--- config.mk ---
export PLATFORM = sky130hd
export DESIGN_NAME = mmio_timer_responder
export DESIGN_NICKNAME = d
export VERILOG_FILES = /design/src/rtl/mmio_timer_responder.sv
export SDC_FILE = /design/constraint.sdc
export NUM_CORES = 1
export LEC_CHECK = 0
export CAP_MARGIN = 20
export CORE_ASPECT_RATIO = 0.5
export CORE_MARGIN = 5
export CORE_UTILIZATION = 35
export DETAILED_ROUTE_END_ITERATION = 16
export PLACE_DENSITY = 0.66
export SETUP_SLACK_MARGIN = 0.5
export SKIP_LAST_GASP = 1
export SYNTH_ARGS = -nofsm -noshare
export SYNTH_HDL_FRONTEND = slang
export SYNTH_SLANG_ARGS = --single-unit
--- constraint.sdc ---
create_clock -name clk -period 2.61 [get_ports clk]
set_input_delay 0.783 -clock clk [delete_from_list [all_inputs] [get_ports clk]]
set_output_delay 0.783 -clock clk [all_outputs]
set_load 0.03 [all_outputs]
--- src/rtl/mmio_timer_responder.sv ---
// MMIO responder for the CPU data bus: GPIO output register plus a prescaled
// down-counting timer with sticky expiry flag and level interrupt.
module mmio_timer_responder #(
  parameter logic [15:0] BASE_ADDR = 16'hFF00,
  parameter int unsigned PRESC_W   = 8
) (
  input  logic        clk,
  input  logic        rst,
  input  logic        en,
  input  logic        rw,
  input  logic [15:0] addr,
  input  logic [15:0] din,
  output logic [15:0] dout,
  output logic        rd_valid,
  output logic        hit,
  output logic [15:0] gpio_out,
  output logic        irq
);

  typedef enum logic {StIdle, StRun} state_e;

  state_e             state_q, state_d;
  logic [15:0]        led_q, led_d;
  logic [15:0]        load_q, load_d;
  logic [15:0]        count_q, count_d;
  logic [15:0]        dout_q, dout_d;
  logic               auto_q, auto_d;
  logic               irq_en_q, irq_en_d;
  logic               expired_q, expired_d;
  logic               rd_valid_q, rd_valid_d;
  logic [PRESC_W-1:0] prescale_q, prescale_d;
  logic [PRESC_W-1:0] pc_q, pc_d;

  logic [3:0]  off;
  logic        wr, rd, count_wr, raw_tick, tick, expire, clear;
  logic [15:0] rdata, presc_ext;

  assign hit      = (addr[15:4] == BASE_ADDR[15:4]);
  assign wr       = en & rw & hit;
  assign rd       = en & ~rw & hit;
  assign off      = addr[3:0];
  assign count_wr = wr && (off == 4'h3);
  assign raw_tick = (state_q == StRun) && (pc_q == prescale_q);

  always_comb begin
    presc_ext              = '0;
    presc_ext[PRESC_W-1:0] = prescale_q;
    rdata                  = '0;
    case (off)
      4'h0:    rdata = led_q;
      4'h1:    rdata = {13'd0, irq_en_q, auto_q, state_q == StRun};
      4'h2:    rdata = load_q;
      4'h3:    rdata = count_q;
      4'h4:    rdata = {15'd0, expired_q};
      4'h5:    rdata = presc_ext;
      default: rdata = '0;
    endcase
  end

  always_comb begin
    state_d    = state_q;
    led_d      = led_q;
    load_d     = load_q;
    count_d    = count_q;
    auto_d     = auto_q;
    irq_en_d   = irq_en_q;
    prescale_d = prescale_q;
    expire     = 1'b0;
    clear      = 1'b0;

    // A COUNT write on a tick edge swallows the whole tick.
    tick = raw_tick & ~count_wr;
    if (tick) begin
      if (count_q != 16'd0) begin
        count_d = count_q - 16'd1;
      end else begin
        expire = 1'b1;
        if (auto_q) count_d = load_q;
        else        state_d = StIdle;
      end
    end

    // Bus writes are applied last so they override timer side effects.
    if (wr) begin
      case (off)
        4'h0: led_d = din;
        4'h1: begin
          state_d  = din[0] ? StRun : StIdle;
          auto_d   = din[1];
          irq_en_d = din[2];
        end
        4'h2: load_d = din;
        4'h3: count_d = din;
        4'h4: clear = din[0];
        4'h5: prescale_d = din[PRESC_W-1:0];
        default: ;
      endcase
    end

    expired_d = expire | (expired_q & ~clear);

    // Prescaler only runs across consecutive RUN cycles; any entry or exit restarts it.
    if (state_q == StRun && state_d == StRun) pc_d = raw_tick ? '0 : pc_q + PRESC_W'(1);
    else                                      pc_d = '0;

    rd_valid_d = rd;
    dout_d     = rd ? rdata : dout_q;
  end

  always_ff @(posedge clk) begin
    if (rst) begin
      state_q    <= StIdle;
      led_q      <= '0;
      load_q     <= '0;
      count_q    <= '0;
      auto_q     <= 1'b0;
      irq_en_q   <= 1'b0;
      expired_q  <= 1'b0;
      prescale_q <= '0;
      pc_q       <= '0;
      rd_valid_q <= 1'b0;
      dout_q     <= '0;
    end else begin
      state_q    <= state_d;
      led_q      <= led_d;
      load_q     <= load_d;
      count_q    <= count_d;
      auto_q     <= auto_d;
      irq_en_q   <= irq_en_d;
      expired_q  <= expired_d;
      prescale_q <= prescale_d;
      pc_q       <= pc_d;
      rd_valid_q <= rd_valid_d;
      dout_q     <= dout_d;
    end
  end

  assign dout     = dout_q;
  assign rd_valid = rd_valid_q;
  assign gpio_out = led_q;
  assign irq      = expired_q & irq_en_q;

endmodule

### Yosys cells after proc, flatten, opt, wreduce, memory -nomap -nowiden

Cells that the tools add are included.

| storage, ports and cells | value |
|---|---|
| register bits after elaboration | 85 |
| output and inout bits | 35 |
| logic and storage cells | 58 |

| operators by class | value |
|---|---|
| add/subtract/negate cells | 2 |
| eq/ne operators | 7 |
| mux-type cells | 16 |
| bitwise operators | 12 |
| reduce and logical (&&, ||, !) cells | 10 |

Operators by type and width:

| cell | number |
|---|---|
| $pmux 16 s6 | 1 |
| $mux 16 | 5 |
| $reduce_bool 16->1 | 1 |
| $sub 16x1->16 const B | 1 |
| $eq 12x12->1 const B | 1 |
| $mux 1 | 10 |
| $add 8x1->8 const B | 1 |
| $eq 4x2->1 const B | 2 |
| $eq 4x3->1 const B | 2 |
| $eq 8x8->1 | 1 |
| $reduce_and 2->1 | 4 |
| $and 1x1->1 | 7 |
| $eq 4x1->1 const B | 1 |
| $logic_not 4->1 | 1 |
| $not 1->1 | 4 |
| $logic_and 1x1->1 | 3 |
| $reduce_or 3->1 | 1 |
| $or 1x1->1 | 1 |

### Longest topological paths before layout

| depth | value |
|---|---|
| word-level depth | 11 |
| depth in mapped cells | 10 |
| gate-level depth less buffers | 8 |

### Least setup slack after synthesis

Ideal clock, no wire load.

| timing | value |
|---|---|
| path type | input -> output |
| start | in addr[5] |
| end | out hit |
| data arrival time | 1.763 ns |
| required time | 1.827 ns |
| path slack | 0.064 ns |
| cell stages on the path | 2 |
| buffers on the path | 0 |
| path through | or4_4 -> nor2_1 |

| between the ends | value |
|---|---|
| cells in the longest elaborated chain, start to end | 1 |

Ends and longest elaborated chain:

| what | RTL line | text |
|---|---|---|
| start, declared | 11 | `input logic [15:0] addr,` |
| $eq 12x12->1 | 38 | `assign hit = (addr[15:4] == BASE_ADDR[15:4]);` |
| end, declared | 15 | `output logic hit,` |

Every way passes these cells.

### Worst setup path after layout

| timing | value |
|---|---|
| start | in addr[6] |
| end | out hit |

Same word-level chain as after synthesis.

==> results.md <==
- Run status: finished clean
- DRC: 0
- Ant. Diodes: 0
- Worst Hold End: dout[15]
- Mapped cell area: 0.00433 mm²
- Row cnt: 28
- Sequential power share: 48.1%
- Vias: 4811
- Worst Tran Pin Value: 0.694 ns
- Max-slew violations: 0
- Distinct cell type count of the synthesized netlist: a little under 60
- Register area: 0.00170 mm²
- H-tree depth: 3
- Syn Area/Cell: approximately 8 µm²
- Root Driver: clkbuf_16
- WHS Path Cells: 2
- Worst Skew: 0.00750 ns
- Crit. End Element: output port
- WP data required: 1.83 ns
- CTS buffer count: 9
- Sequential element share of the synthesized area: just under 40%
- Initial core utilization: 36.2%
- R2r startpoint: pc_q[2]
- Switching Power: 652 µW
- Achievable frequency: roughly 0.41 GHz
- Largest net degree at the start of global routing: 56
- Vias in the first global route: roughly 4400
- Sinks on Clock Net: 85
- Number of synthesized flops with an enable pin: 0
- Layout area overhead: 47.9%
- Worst-skew pair later-pin latency: 0.35 ns
- First-pass GRT wire length: 23.1 mm
- PD cells: approximately 420 mW/mm²
- Vias per cell: about 5.7
- # setup viols final: 0
- DRT Pass-1 Iters: 7
- Setup TNS: 0 ns
- Hold_buf cts: 0
- Syn nets: ~600
- Final Hold Fails: 0
- # IOs: 71
- CTS tree: yes
- Final core occ: a little over half
- Main synth FF type: dfxtp_1
- Cell Int Power: 2.04 mW
- Core area: 0.0119 mm²
- YS warnings: 0
- DR iter-0 viols: 575
- Normalized max-slew margin: roughly 54%
- Leakage power figure: 2.39 nW
- Syn Inst Count: 556
- Critical Path Source Type: input port
- Congestion Overflow GR: 0
- Critical Path AT: roughly 1.7 ns
- Layout cells sized above 1: 28.0%
- Synth Register Bits: 85
- Clock power frac: 46.0%
- Global Route Usage Sum: about 20%
- Worst Path Max Fanout: 2
- Max VDD drop: 0.000293 V
- Switching Fraction: 24.2%
- Gpl congestion: 0.883
- Period utilization: roughly 93%
- Crit path kind: input port to output port
- Avg WL per Cell: 18.5 µm
- Max-cap viol count: 0
- Combinational power share: 5.8%
- R2R depth: 6
- Async set-reset flop share out of synthesis: 0%
- ANT nets after route: 0
- Hold Crit Class: flop to flop
- Initial antenna violation count: 0
- Fillers: around 1000
- DIE AREA: 0.0148 mm²
- Min-delay src: dout[15]
- Die Wd: between 150 and 200 µm
- Crit path time final: about 2.4 ns
- Worst-path clk slew: roughly 0.070 ns
- RSZ-0062 raised after global routing: yes
- Reg2Reg Setup Slack: approximately 0.4 ns
- Die height: 88.6 µm
- Clock buffer depth: 2
- IO Port Bufs: 70
- Multi-input gate area: 0.00275 mm²
- Start point of the critical path: addr[6]
- Post-DP HPWL: between 10 and 15 mm
- Reg-to-Reg End: count_q[1]
- # nets final: 712
- Final WL: 15.6 mm
==> placed cells by master, fill, tap and decap left out, drive strengths merged, types with 3 or more instances in the layout <==
cell and count:
xnor2 10, a22oi 22, nand4 10, inv 10
buf 76, clkbuf 18, clkdlybuf4s50 18, nor4 7
nor3 11, and3 6, nor2 39, a222oi 9
a21oi 71, a31oi 3, o21ai 25, nand3 12
mux2 3, clkinvlp 3, nand2b 8, o211ai 3
nand2 124, o31ai 5, nor4b 4, dlygate4sd2 36
dfxtp 85, and2 6, mux2i 5, a211oi 4
xor2 4, ha 3, or3 4, clkdlybuf4s15 6
o22ai 3
==> critical path: stages <==
cell    delay [ns]
buf_6         0.09
or4_4         0.54
nor2_4        0.10
buf_6         0.13
==> kinds of logic (layout without fill, tap and decap cells) <==
family / count (synthesis) / in the layout / synth area share, %
DFF: 85 / 85 / 39.3
xor gates and xnor gates: 14 / 14 / 2.83
buffers and inverters: 47 / 168 / 5.18
AOI/OAI and AO/OA: 161 / 161 / 23.6
muxes: 8 / 8 / 1.94
and+or+nand+nor: 238 / 239 / 26.3
adders and majority gates: 3 / 3 / 0.868
==> timing repair <==
action,4_1_cts,5_1_grt
gates cloned,5,3
buffers inserted,15,6
endpoints found under the setup margin,120,86
pin swaps,30,41
gates resized for setup,96,78
==> how the worst max path moves through the flow <==
stage	endpoint	slack (ns)	cells past startpoint
3_5_place_dp	hit	-0.23	4
4_1_cts	hit	0.18	4
6_report	hit	0.18	4
3_3_place_gp	hit	-0.22	4
2_1_floorplan	pc_q[2]	0.23	5
5_1_grt	hit	0.15	4
==> flip-flops by register name (all words and copies together), names as in the netlist <==
signal,flops
dout,16
pc_q,8
irq_en_q,1
expired_q,1
load_q,16
auto_q,1
rd_valid,1
gpio_out,16
count_q,16
prescale_q,8
state_q,1
==> cells in the mapped netlist (3+ instances only) <==
library cell | n | area [µm²]
a31oi_1 | 3 | 18.8
nand4_1 | 10 | 62.6
a222oi_1 | 9 | 90.1
o31ai_1 | 5 | 37.5
nand2_1 | 124 | 465
a22oi_1 | 22 | 165
mux2i_1 | 5 | 50.1
mux2_2 | 3 | 33.8
inv_1 | 8 | 30.0
nor4_1 | 5 | 31.3
o22ai_1 | 3 | 18.8
a21oi_1 | 71 | 355
a211oi_1 | 4 | 30.0
clkbuf_1 | 28 | 105
or3_1 | 4 | 25.0
xnor2_1 | 10 | 87.6
nor3_1 | 9 | 45.0
and3_1 | 6 | 37.5
nand2b_1 | 8 | 50.1
o211ai_1 | 3 | 22.5
o21ai_0 | 25 | 125
buf_6 | 5 | 56.3
ha_1 | 3 | 37.5
xor2_1 | 4 | 35.0
dfxtp_1 | 85 | 1700
nand3_1 | 12 | 60.1
nor2_1 | 38 | 143
buf_2 | 5 | 25.0
==> per-layer routing <==
metal	share of wire, %	track usage, %	vias to the layer above	wire length [µm]
met2	46	31.5	241	7090
met5	0	0	-	0
met1	42	26.2	2309	6590
met3	9.8	5.04	31	1530
li1	-	-	2230	-
met4	2.4	6.26	0	368
==> final cells by class <==
cell class | instances | share of cell area [%]
Multi-Input combinational cell | 425 | 43.0
Sequential cell | 85 | 26.6
Timing Repair Buffer | 144 | 22.2
Clock buffer | 10 | 3.74
Tap cell | 165 | 3.23
Clock inverter | 6 | 0.704
Inverter | 8 | 0.469
==> stage by stage <==
step           std cells  hold WS, ns  instance area, µm²  setup WS [ns]  total power [mW]
3_5_place_dp         798        0.447                5500         -0.226              1.47
3_3_place_gp         798        0.443                5500         -0.222              1.47
6_report             843        0.452                6400          0.181              2.69
4_1_cts              834        0.453                6040          0.181              2.70
2_1_floorplan        556        0.441                4400          0.231              1.37
5_1_grt              843        0.476                6400          0.155              2.77
==> power by group through the flow <==
stage | combinational, mW | clock [mW] | sequential, mW
2_1_floorplan | 0.0414 | 0 | 1.33
3_3_place_gp | 0.145 | 0 | 1.33
3_5_place_dp | 0.145 | 0 | 1.33
4_1_cts | 0.146 | 1.26 | 1.30
5_1_grt | 0.165 | 1.31 | 1.30
6_report | 0.157 | 1.24 | 1.30
(Power assumes the default switching activity.)
